### src/rtl/cpu_pkg.sv
// Shared definitions for the 16-bit pipeline: instruction/PC widths and opcode constants.
package cpu_pkg;
  localparam int IW = 16;
  localparam int AW = 16;

  localparam logic [3:0] OPC_HLT = 4'b1111;
  localparam logic [3:0] OPC_J   = 4'b1101;

  function automatic logic is_hlt(input logic [3:0] opc);
    return opc == OPC_HLT;
  endfunction
endpackage

### src/rtl/fetch_queue_mem.sv
// Storage array for the fetch queue: DEPTH x W registers, one write port, one async read port.
module fetch_queue_mem #(
  parameter int DEPTH = 2,
  parameter int W     = 32,
  parameter int PW    = $clog2(DEPTH)
) (
  input  logic          clk,
  input  logic          rst_n,
  input  logic          i_we,
  input  logic [PW-1:0] i_waddr,
  input  logic [W-1:0]  i_wdata,
  input  logic [PW-1:0] i_raddr,
  output logic [W-1:0]  o_rdata
);
  logic [W-1:0] r_mem [DEPTH];

  always_ff @(posedge clk) begin
    if (!rst_n) begin
      for (int i = 0; i < DEPTH; i++) r_mem[i] <= '0;
    end else if (i_we) begin
      r_mem[i_waddr] <= i_wdata;
    end
  end

  assign o_rdata = r_mem[i_raddr];
endmodule

### src/rtl/fetch_queue.sv
// IF->ID instruction buffer with HLT freeze and redirect flush.
// Optional same-cycle pass-through on an empty queue: define FETCH_QUEUE_BYPASS_EN.
module fetch_queue #(
  parameter int DEPTH = 2,
  parameter int IW    = cpu_pkg::IW,
  parameter int AW    = cpu_pkg::AW
) (
  input  logic                     clk,
  input  logic                     rst_n,
  input  logic                     in_valid,
  input  logic [IW-1:0]            in_instr,
  input  logic [AW-1:0]            in_pc,
  output logic                     in_ready,
  output logic                     out_valid,
  output logic [IW-1:0]            out_instr,
  output logic [AW-1:0]            out_pc,
  output logic [AW-1:0]            out_npc,
  input  logic                     out_ready,
  input  logic                     flush,
  output logic                     halted,
  output logic [$clog2(DEPTH):0]   count
);
  import cpu_pkg::*;

  localparam int PW = $clog2(DEPTH);
  localparam int CW = PW + 1;

  logic [PW-1:0]    r_wr_ptr;
  logic [PW-1:0]    r_rd_ptr;
  logic [CW-1:0]    r_count;
  logic             r_halted;

  logic             w_full;
  logic             w_empty;
  logic             w_enq;
  logic             w_byp;
  logic             w_wr;
  logic             w_deq;
  logic [IW+AW-1:0] w_rdata;
  logic [IW+AW-1:0] w_head;

  assign w_full   = (r_count == CW'(DEPTH));
  assign w_empty  = (r_count == '0);
  assign in_ready = ~w_full & ~r_halted;
  assign w_enq    = in_valid & in_ready;

`ifdef FETCH_QUEUE_BYPASS_EN
  assign w_byp = w_empty & w_enq & ~flush;
`else
  assign w_byp = 1'b0;
`endif

  // A bypassed entry that decode takes right away never touches storage.
  assign w_wr  = w_enq & ~(w_byp & out_ready);
  assign w_deq = ~w_empty & out_ready;

  fetch_queue_mem #(
    .DEPTH (DEPTH),
    .W     (IW + AW),
    .PW    (PW)
  ) u_mem (
    .clk     (clk),
    .rst_n   (rst_n),
    .i_we    (w_wr & ~flush),
    .i_waddr (r_wr_ptr),
    .i_wdata ({in_instr, in_pc}),
    .i_raddr (r_rd_ptr),
    .o_rdata (w_rdata)
  );

  assign w_head    = w_byp ? {in_instr, in_pc} : w_rdata;
  assign out_valid = ~w_empty | w_byp;
  assign out_instr = out_valid ? w_head[IW+AW-1:AW] : '0;
  assign out_pc    = out_valid ? w_head[AW-1:0] : '0;
  assign out_npc   = out_valid ? w_head[AW-1:0] + AW'(1) : '0;
  assign halted    = r_halted;
  assign count     = r_count;

  always_ff @(posedge clk) begin
    if (!rst_n || flush) begin
      r_wr_ptr <= '0;
      r_rd_ptr <= '0;
      r_count  <= '0;
      r_halted <= 1'b0;
    end else begin
      if (w_wr)  r_wr_ptr <= r_wr_ptr + PW'(1);
      if (w_deq) r_rd_ptr <= r_rd_ptr + PW'(1);
      case ({w_wr, w_deq})
        2'b10:   r_count <= r_count + CW'(1);
        2'b01:   r_count <= r_count - CW'(1);
        default: r_count <= r_count;
      endcase
      if (w_enq && is_hlt(in_instr[IW-1 -: 4])) r_halted <= 1'b1;
    end
  end
endmodule

### config.mk
export PLATFORM = sky130hd
export DESIGN_NAME = fetch_queue
export DESIGN_NICKNAME = d
export VERILOG_FILES = /design/src/rtl/cpu_pkg.sv /design/src/rtl/fetch_queue_mem.sv /design/src/rtl/fetch_queue.sv
export SDC_FILE = /design/constraint.sdc
export NUM_CORES = 1
export LEC_CHECK = 0
export ABC_AREA = 1
export BUFFER_PORTS_ARGS = -buffer_cell sky130_fd_sc_hd__buf_4
export CAP_MARGIN = 15
export CORE_ASPECT_RATIO = 1.5
export CORE_MARGIN = 5
export CORE_UTILIZATION = 50
export CTS_BUF_LIST = sky130_fd_sc_hd__clkbuf_2
export CTS_CLUSTER_SIZE = 12
export DETAILED_ROUTE_END_ITERATION = 10
export PLACE_DENSITY = 0.86
export SYNTH_ARGS = -nofsm -noshare
export SYNTH_HDL_FRONTEND = slang
export SYNTH_SLANG_ARGS = --single-unit
export TNS_END_PERCENT = 30
### constraint.sdc
create_clock -name clk -period 2.3 [get_ports clk]
set_input_delay 0.23 -clock clk [delete_from_list [all_inputs] [get_ports clk]]
set_output_delay 0.23 -clock clk [all_outputs]
set_load 0.1 [all_outputs]
==> out/qor.csv, run 1 <==
stage,metric,value,unit
outcome,status,"complete, but fails checks",
outcome,violations,setup timing,
clock_tree,cts_root_buf,clkbuf_2,
detailed_routing,drtIter0Drc,170,
place,pre_cts_ws,197,ps
yosys,synth_area,0.00373,mm²
global_route,grt_usage,21.6,%
clock_tree,tritoncts,built,
timing,finalCriticalPeriod,2300,ps
finish,n_fill_cell,499,
floorplanning,dieArea,0.00932,mm²
yosys,yosys.area_share.adder,0.671,%
yosys,synthXorXnorAreaFrac,0.235,%
clock_tree,cts_sinks,70,
critical_path,slowest_stage,dfxtp_4,
detailed_routing,routed_wl,10400,µm
detailed_routing,drt_first_pass_iters,4,
yosys,avgSynthCellArea,8.39,µm²
detailed_routing,routed-via-count,3409,
yosys,async_flop_share,0,%
yosys,synth-simple-area-share,28.3,%
power_and_ir_drop,p_switching,0.973,mW
global_route,grt_max_degree,33,
critical_path,critPathKind,reg -> out,
detailed_routing,vias_per_cell,5.16,
floorplanning,die_y,116,µm
worst_hold_path,min_path_cells,3,
yosys,ys.flop_type,edfxtp_1,
critical_path,path_delay_family,simple AND/OR/NAND/NOR gates,
timing,fmax,0.434,GHz
clock_tree,numCtsBuffers,9,
place,dp_cells,626,
floorplanning,num_io_pins,90,
worst_hold_path,hold_start,in_instr[6],
detailed_routing,drcViolationCount,0,
timing,finalCritPeriodShare,100,%
critical_path,end_kind,output pin,
critical_path,cp_max_fo,5,
yosys,ys_warn_count,0,
power_and_ir_drop,seq_power_share,53.2,%
critical_path,path_buf_inv,3,
power_and_ir_drop,p_leak,2.40,nW
power_and_ir_drop,power.density,513,mW/mm²
critical_path,critPathLaunchType,register,
timing,drv_slew,0,
detailed_routing,wl_per_cell,15.8,µm
finish,drive_above_1_share,43.8,%
yosys,syn-num-nets,483,
power_and_ir_drop,p_sw_share,35.2,%
global_route,antenna_found_initial,1,
yosys,synthDistinctLibCells,32,
place,gp_congestion,0.851,
global_route,grt_pass1_vias,3419,
clock_tree,htree_levels,3,
critical_path,critPathRequiredTime,2070,ps
global_route,overflow,0,
floorplanning,rows,38,
finish,nNetsFinal,595,
job,maxCapViolCount,0,
yosys,synth-compound-area-share,5.98,%
worst_hold_path,worst_hold_path_type,in -> reg,
floorplanning,initial_core_util,51.2,%
critical_path,crit_path_max_incr_delay,450,ps
detailed_routing,ant_nets,0,
finish,final_cells,661,
yosys,yosysSeqAreaShare,54.8,%
yosys,synth_edf_count,64,
place,port_buffers,89,
critical_path,critPathArrivalTime,2070,ps
timing,finClkSkew,24.2,ps
yosys,synth-seq-cells,70,
critical_path,cp.depth,10,
power_and_ir_drop,intPower,1.79,mW
power_and_ir_drop,pwr-share-clk,18.8,%
floorplanning,core,0.00727,mm²
timing,worst_slack,-2.54,ps
power_and_ir_drop,peakVddDrop,0.461,mV
yosys,synthMuxAreaShare,0,%
timing,hold_violations,0,
critical_path,reg2reg_from,count[1]$_SDFFE_PP0P_,
yosys,synthCells,444,
yosys,synth_top_family_by_area,simple AND/OR/NAND/NOR gates,
timing,setup_tns,-2.54,ps
finish,area.growth.synth_to_final,44.5,%
timing,slew-limit-headroom,79.6,%
global_route,grt_pass1_wl,15200,µm
place,dp.final_hpwl,6570,µm
clock_tree,clk_latency,470,ps
critical_path,r2r_cells,8,
timing,worst_pin_slew,307,ps
timing,setup_viol,1,
power_and_ir_drop,comb_power_share,28.0,%
critical_path,crit_top_cell,nand2_1,
clock_tree,clk_pin_slew,190,ps
floorplanning,die_w,80.5,µm
timing,rsz0062_at_grt,yes,
clock_tree,clk_path_buf_depth,2,
critical_path,path_cells,"buf_6, nand2_1, nand2_4, nand2_1, nor2_1, nand3_1, nand2_1, nand2_2, inv_2, buf_12",
[layout by cell type (no fill, tap or decap), drive strengths merged]
master / netlist / final
o21ai: 8 / 8
nor2: 101 / 101
dlygate4sd3: 0 / 3
nor3: 5 / 5
xor2: 1 / 1
a21oi: 33 / 33
buf: 16 / 115
dfxtp: 6 / 6
ha: 2 / 2
diode: 0 / 1
inv: 69 / 69
and2: 1 / 1
clkinvlp: 0 / 1
edfxtp: 64 / 64
nand2: 116 / 116
clkinv: 1 / 6
and3: 1 / 1
nand4: 6 / 6
nand3: 12 / 12
clkbuf: 1 / 9
a31oi: 1 / 1
[stage by stage]
step / hold slack (ps) / area, µm² / total power [mW] / util [%]
2_1_floorplan: 394 / 4010 / 2.00 / -
3_3_place_gp: 439 / 4770 / 2.16 / 65.5
3_5_place_dp: 457 / 4770 / 2.17 / 65.5
4_1_cts: 3.68 / 5220 / 2.75 / 71.8
5_1_grt: 18.5 / 5390 / 2.88 / 74.0
6_report: 60.4 / 5390 / 2.77 / 74.0
[cell usage after synthesis (5+ instances only)]
| library cell | count | share of area (%) |
|---|---|---|
| inv_1 | 65 | 6.5 |
| nor2_1 | 93 | 9.4 |
| a21oi_1 | 32 | 4.3 |
| nand2_1 | 102 | 10 |
| nand4_1 | 6 | 1.0 |
| dfxtp_1 | 6 | 3.2 |
| nand3_1 | 10 | 1.3 |
| edfxtp_1 | 64 | 52 |
| buf_2 | 12 | 1.6 |
| nand2_2 | 13 | 2.2 |
| o21ai_0 | 5 | 0.67 |
[worst paths after layout]
path / end / slack, ps
setup / recovery: out_npc[10] / -3
hold / removal: u_mem.r_mem[1][22]$_SDFFCE_PN0P_ / 60
setup reg to reg: count[1]$_SDFFE_PP0P_ / 660
hold reg to reg: register / 490
[worst register-to-register path: stages (launching register included)]
cell and delay [ps]:
dfxtp_4 400, nor2_4 180, inv_2 140, nand2_1 80, inv_1 70, ha_1 300, nor2_1 140, a21oi_1 80
nor3_1 170
[power by group through the flow]
| stage | combinational [mW] | clock, mW | sequential, mW |
|---|---|---|---|
| 2_1_floorplan | 0.496 | 0 | 1.50 |
| 3_3_place_gp | 0.667 | 0 | 1.49 |
| 3_5_place_dp | 0.677 | 0 | 1.50 |
| 4_1_cts | 0.737 | 0.542 | 1.47 |
| 5_1_grt | 0.812 | 0.595 | 1.48 |
| 6_report | 0.774 | 0.521 | 1.47 |
[sequential cells by signal (all words and copies together), names as in the netlist, named ones only]
name and count:
u_mem.r_mem 64, r_wr_ptr 1, r_rd_ptr 1, count 2, halted 1
[routing by layer]
layer  part of all wire (%)  GRT usage [%]  wire length (µm)  vias up
li1                       -              -                 -     1627
met1                     34           21.9              3550     1607
met2                     57           40.2              5930      129
met3                    4.2           3.97               433       46
met4                    5.0           13.2               517        0
met5                      0              0                 0        -
[area by class of cell]
type                    instances  area [µm²]  share of cell area [%]
multi-input cells             287        1750                    32.5
inverters                      70         274                    5.09
flip-flops and latches         70        2050                    38.2
well taps                     100         125                    2.32
diodes                          1        2.50                  0.0465
clock buffers                   9        45.0                   0.836
repair buffers                118        1100                    20.5
clock inverters                 6        30.0                   0.558
[timing repair]
action / in CTS / in global routing
resized for setup: 66 / 37
setup buffers: 10 / 6
endpoints found under the hold margin: 3 / 0
cloned: 1 / 0
hold buffers: 3 / 0
endpoints found under the setup margin: 14 / 14
pin swaps: 14 / 14
[cells by family (layout without fill, tap and decap cells)]
logic type / count (synthesis) / count (layout)
buf+inv: 87 / 203
simple gates: 242 / 242
xor+xnor: 1 / 1
other cells: 0 / 1
fa+ha+maj: 2 / 2
flops: 70 / 70
compound gates: 42 / 42
Power figures use the tool's default switching activity.
==> run 2, diff against run 1 <==
- CORE_ASPECT_RATIO: 1.5 -> 2
- clock period: 2.3 -> 2.7 ns (I/O delays scaled with it)
==> out/qor.csv, run 2 (synthesis gave the netlist of run 1 again) <==
stage,metric,value,unit
outcome,status,"complete, no violations",
timing,setup_tns,0,ps
critical_path,critPathArrivalTime,2250,ps
timing,worst_pin_slew,472,ps
job,maxCapViolCount,0,
timing,hold_ws,84.6,ps
timing,worst_slack,180,ps
place,dp_cells,615,
clock_tree,cts_hold_repair.buffers,0,
global_route,grt_pass1_wl,14100,µm
finish,drive_above_1_share,35.3,%
detailed_routing,routed_wl,8650,µm
finish,final_common_cell,nand2_1,
detailed_routing,routed-via-count,3161,
floorplanning,initial_core_util,51.3,%
timing,rsz0062_at_grt,no,
detailed_routing,drtIter0Drc,118,
power_and_ir_drop,peakVddDrop,0.324,mV
floorplanning,die_y,132,µm
critical_path,crit_top_cell,buf_4,
place,dp.final_hpwl,6640,µm
finish,largest_reg_flops,64,
detailed_routing,drt_first_pass_iters,5,
global_route,grt_usage,19.1,%
critical_path,critPathLaunchType,register,
power_and_ir_drop,power.density,467,mW/mm²
timing,finalCritPeriodShare,93.3,%
clock_tree,clk_latency,470,ps
finish,layout_common_cells,"nand2_1 (99), buf_4 (89), nor2_1 (80), edfxtp_1 (64), inv_1 (60)",
finish,nNetsFinal,574,
global_route,grt_pass1_vias,3173,
critical_path,path_delay_family,buffers and inverters,
critical_path,path_cells,"inv_4, nand2_1, nand2_4, ha_1, nand3_1, inv_2, buf_4, a21oi_4, buf_4",
clock_tree,numCtsBuffers,9,
timing,finalCriticalPeriod,2520,ps
finish,diodes,0,
critical_path,critPathRequiredTime,2430,ps
floorplanning,num_io_pins,90,
detailed_routing,ant_nets,0,
floorplanning,core,0.00727,mm²
timing,drv_slew,0,
critical_path,path_buf_inv,4,
finish,largest_register,u_mem.r_mem,
place,pre_cts_ws,410,ps
floorplanning,die_w,71.1,µm
detailed_routing,wl_per_cell,13.7,µm
floorplanning,rows,44,
global_route,overflow,0,
timing,hold_violations,0,
critical_path,cp_max_fo,12,
finish,multi_input_area,0.00152,mm²
finish,final_cells,630,
clock_tree,clk_path_buf_depth,2,
finish,n_fill_cell,643,
clock_tree,cts_sinks,70,
finish,seq_area,0.00205,mm²
clock_tree,htree_levels,3,
timing,fmax,0.397,GHz
clock_tree,clk_pin_slew,150,ps
place,port_buffers,89,
critical_path,end_kind,output pin,
place,gp_congestion,0.914,
detailed_routing,drcViolationCount,0,
timing,setup_viol,0,
clock_tree,tritoncts,built,
critical_path,critPathKind,reg -> out,
global_route,antenna_found_initial,0,
global_route,grt_max_degree,34,
finish,finish.utilization,66.3,%
timing,finClkSkew,17.7,ps
timing,slew-limit-headroom,68.5,%
critical_path,crit_path_max_incr_delay,460,ps
clock_tree,cts_root_buf,clkbuf_2,
detailed_routing,vias_per_cell,5.02,
critical_path,slowest_stage,dfxtp_4,
worst_hold_path,worst_hold_path_type,in -> reg,
power_and_ir_drop,p_leak,2.15,nW
floorplanning,dieArea,0.00939,mm²
finish,area.growth.synth_to_final,29.2,%
run 2: per-stage QoR:
| stage | area [µm²] | total power [mW] |
|---|---|---|
| after global routing | 4820 | 2.35 |
| after global placement | 4680 | 1.83 |
| final | 4820 | 2.25 |
| after floorplan | 3950 | 1.70 |
| after CTS | 4760 | 2.27 |
| after detailed placement | 4680 | 1.84 |
run 2: what timing repair did:
action,CTS,global route
gates resized for setup,4,13
setup buffers,0,1
pin swaps,0,0
endpoints found under the setup margin,11,11
hold endpoints to repair,0,0
run 2: routing by layer:
metal / part of all wire, % / global-route usage [%] / wire [µm]
met5: 0 / 0 / 0
met4: 4.0 / 10.6 / 345
met3: 6.4 / 4.50 / 551
met2: 58 / 35.3 / 4980
met1: 32 / 18.9 / 2780
run 2: final timing paths:
check / start / cells after the start / slack, ps / endpoint
setup / recovery: register / 9 / 180 / out_npc[4]
hold / removal: in_instr[14] / 3 / 80 / halted$_SDFFE_PP0P_
setup reg to reg: count[0]$_SDFFE_PP0P_ / 8 / 1080 / count[1]$_SDFFE_PP0P_
hold reg to reg: r_rd_ptr$_SDFFE_PP0P_ / 1 / 490 / register
run 2: where the power goes:
part / total [mW] / leakage, nW / switching [mW] / internal [mW]
clock network: 0.430 / 0.0551 / 0.316 / 0.114
logic: 0.566 / 1.37 / 0.429 / 0.136
registers: 1.25 / 0.721 / 0.0183 / 1.23
run 2: final cells by class:
cell class / count / share of cell area (%)
flip-flops and latches: 70 / 42.5
multi-input cells: 287 / 31.6
clock inverters: 3 / 0.286
clock buffers: 11 / 1.14
well taps: 92 / 2.39
repair buffers: 97 / 16.1
inverters: 70 / 5.92
run 2: worst register-to-register path, cell delays in order (launching register included):
cell     delay, ps
dfxtp_2        420
inv_1          100
a21oi_4        130
and2_4         180
inv_1           40
ha_1           310
nor2_1         140
a21oi_1         80
nor3_1         150
==> run 3, diff against run 2 <==
- BUFFER_PORTS_ARGS: -buffer_cell sky130_fd_sc_hd__buf_4 -> unset
- DONT_BUFFER_PORTS: unset -> 1
- PLACE_DENSITY: 0.86 -> 0.76
- SKIP_CTS_REPAIR_TIMING: unset -> 1
==> out/qor.csv, run 3 (synthesis gave the netlist of run 1 again) <==
stage,metric,value,unit
outcome,status,"complete, but fails checks",
outcome,violations,hold timing,
place,dp.final_hpwl,6590,µm
critical_path,r2r_end,count[1]$_SDFFE_PP0P_,
global_route,grt_pass1_wl,13800,µm
power_and_ir_drop,seq_power_share,51.9,%
clock_tree,tritoncts,built,
job,maxCapViolCount,0,
worst_hold_path,hold_start,in_pc[9],
finish,multi_input_area,0.00157,mm²
global_route,grt_usage,18.8,%
critical_path,path_buf_inv,2,
power_and_ir_drop,p_sw_share,33.4,%
power_and_ir_drop,comb_power_share,25.2,%
finish,n_fill_cell,527,
power_and_ir_drop,power.density,471,mW/mm²
floorplanning,rows,44,
finish,nNetsFinal,572,
finish,final_cells,629,
detailed_routing,drcViolationCount,0,
floorplanning,die_w,71.1,µm
power_and_ir_drop,pwr-share-clk,22.8,%
place,dp_cells,578,
timing,fmax,0.389,GHz
critical_path,crit_top_cell,nand2_1,
critical_path,r2r_cells,9,
finish,layout_common_cells,"nand2_1 (98), nor2_1 (79), edfxtp_1 (64), inv_1 (60), buf_4 (52)",
global_route,overflow,0,
finish,drive_above_1_share,32.0,%
clock_tree,clk_latency,520,ps
critical_path,path_cells,"clkbuf_2, nand2_1, nand2_1, nand2_1, nor3_4, nor2_1, nor2_2, buf_12",
timing,finClkSkew,28.6,ps
critical_path,crit_path_max_incr_delay,450,ps
timing,finalCriticalPeriod,2570,ps
floorplanning,initial_core_util,51.3,%
critical_path,critPathKind,reg -> out,
finish,seq_area,0.00205,mm²
worst_hold_path,hold_end,u_mem.r_mem[0][9]$_SDFFCE_PN0P_,
critical_path,reg2reg_slack,680,ps
power_and_ir_drop,intPower,1.60,mW
finish,area.growth.synth_to_final,37.0,%
clock_tree,clk_pin_slew,180,ps
critical_path,cp_max_fo,6,
global_route,grt_max_degree,34,
clock_tree,clk_path_buf_depth,2,
critical_path,critPathRequiredTime,2430,ps
critical_path,critPathLaunchType,register,
power_and_ir_drop,p_switching,0.804,mW
timing,drv_slew,0,
place,gp_congestion,0.916,
clock_tree,numCtsBuffers,9,
timing,finalCritPeriodShare,95.3,%
detailed_routing,ant_nets,0,
clock_tree,htree_levels,3,
critical_path,end_kind,output pin,
timing,hold_violations,4,
worst_hold_path,min_path_cells,2,
place,port_buffers,0,
worst_hold_path,worst_hold_path_type,in -> reg,
global_route,antenna_found_initial,0,
floorplanning,dieArea,0.00939,mm²
clock_tree,cts_root_buf,clkbuf_2,
detailed_routing,routed_wl,9350,µm
finish,largest_register,u_mem.r_mem,
detailed_routing,routed-via-count,3203,
critical_path,reg2reg_from,count[0]$_SDFFE_PP0P_,
floorplanning,core,0.00727,mm²
detailed_routing,wl_per_cell,14.9,µm
timing,slew-limit-headroom,65.4,%
detailed_routing,vias_per_cell,5.09,
critical_path,critPathArrivalTime,2300,ps
power_and_ir_drop,p_leak,2.18,nW
timing,hold_ws,-5.66,ps
timing,setup_viol,0,
finish,largest_reg_flops,64,
floorplanning,die_y,132,µm
timing,worst_pin_slew,513,ps
critical_path,slowest_stage,dfxtp_4,
detailed_routing,drtIter0Drc,166,
floorplanning,num_io_pins,90,
critical_path,path_delay_family,simple AND/OR/NAND/NOR gates,
power_and_ir_drop,peakVddDrop,0.663,mV
clock_tree,cts_sinks,70,
finish,diodes,0,
detailed_routing,drt_first_pass_iters,4,
global_route,grt_pass1_vias,3089,
finish,final_common_cell,nand2_1,
-- run 3: final cells by class --
class	instances	share of cell area, %
inverter	70	5.63
clock inverter	5	1.00
timing repair buffer	95	19.3
clock buffer	10	0.980
tap	92	2.25
multi-input combinational	287	30.7
sequential	70	40.1
-- run 3: stage by stage --
step | cell area [µm²] | TNS [ps] | util, % | setup slack (ps) | total power [mW]
floorplan | 3950 | -1150 | - | -149 | 1.70
global placement | 4630 | 0 | 63.8 | 520 | 1.82
detailed placement | 4630 | 0 | 63.8 | 440 | 1.83
CTS | 4730 | -946 | 65.2 | -158 | 2.36
global route | 5110 | -122 | 70.3 | -37.7 | 2.48
finish | 5110 | 0 | 70.3 | 128 | 2.41
-- run 3: how the worst max path moves through the flow --
stage,start,slack (ps),endpoint,depth (start not counted)
2_1_floorplan,count[1]$_SDFFE_PP0P_,-150,out_instr[0],3
3_3_place_gp,register,520,out_npc[14],9
3_5_place_dp,register,440,out_npc[12],11
4_1_cts,register,-160,out_npc[12],11
5_1_grt,register,-40,out_npc[15],8
6_report,register,130,out_npc[7],8
-- run 3: routing by layer --
metal  routed length [µm]  track usage (%)  up-vias
li1                     -                -     1576
met1                 3170             17.4     1479
met2                 5270             35.8      117
met3                  538             4.27       31
met4                  370             10.6        0
met5                    0                0        -
-- run 3: power groups by stage --
stage / Combinational [mW] / Sequential, mW / Clock (mW)
4_1_cts: 0.557 / 1.25 / 0.552
5_1_grt: 0.641 / 1.26 / 0.584
6_report: 0.608 / 1.25 / 0.550
2_1_floorplan: 0.415 / 1.28 / 0
3_3_place_gp: 0.548 / 1.27 / 0
3_5_place_dp: 0.556 / 1.28 / 0
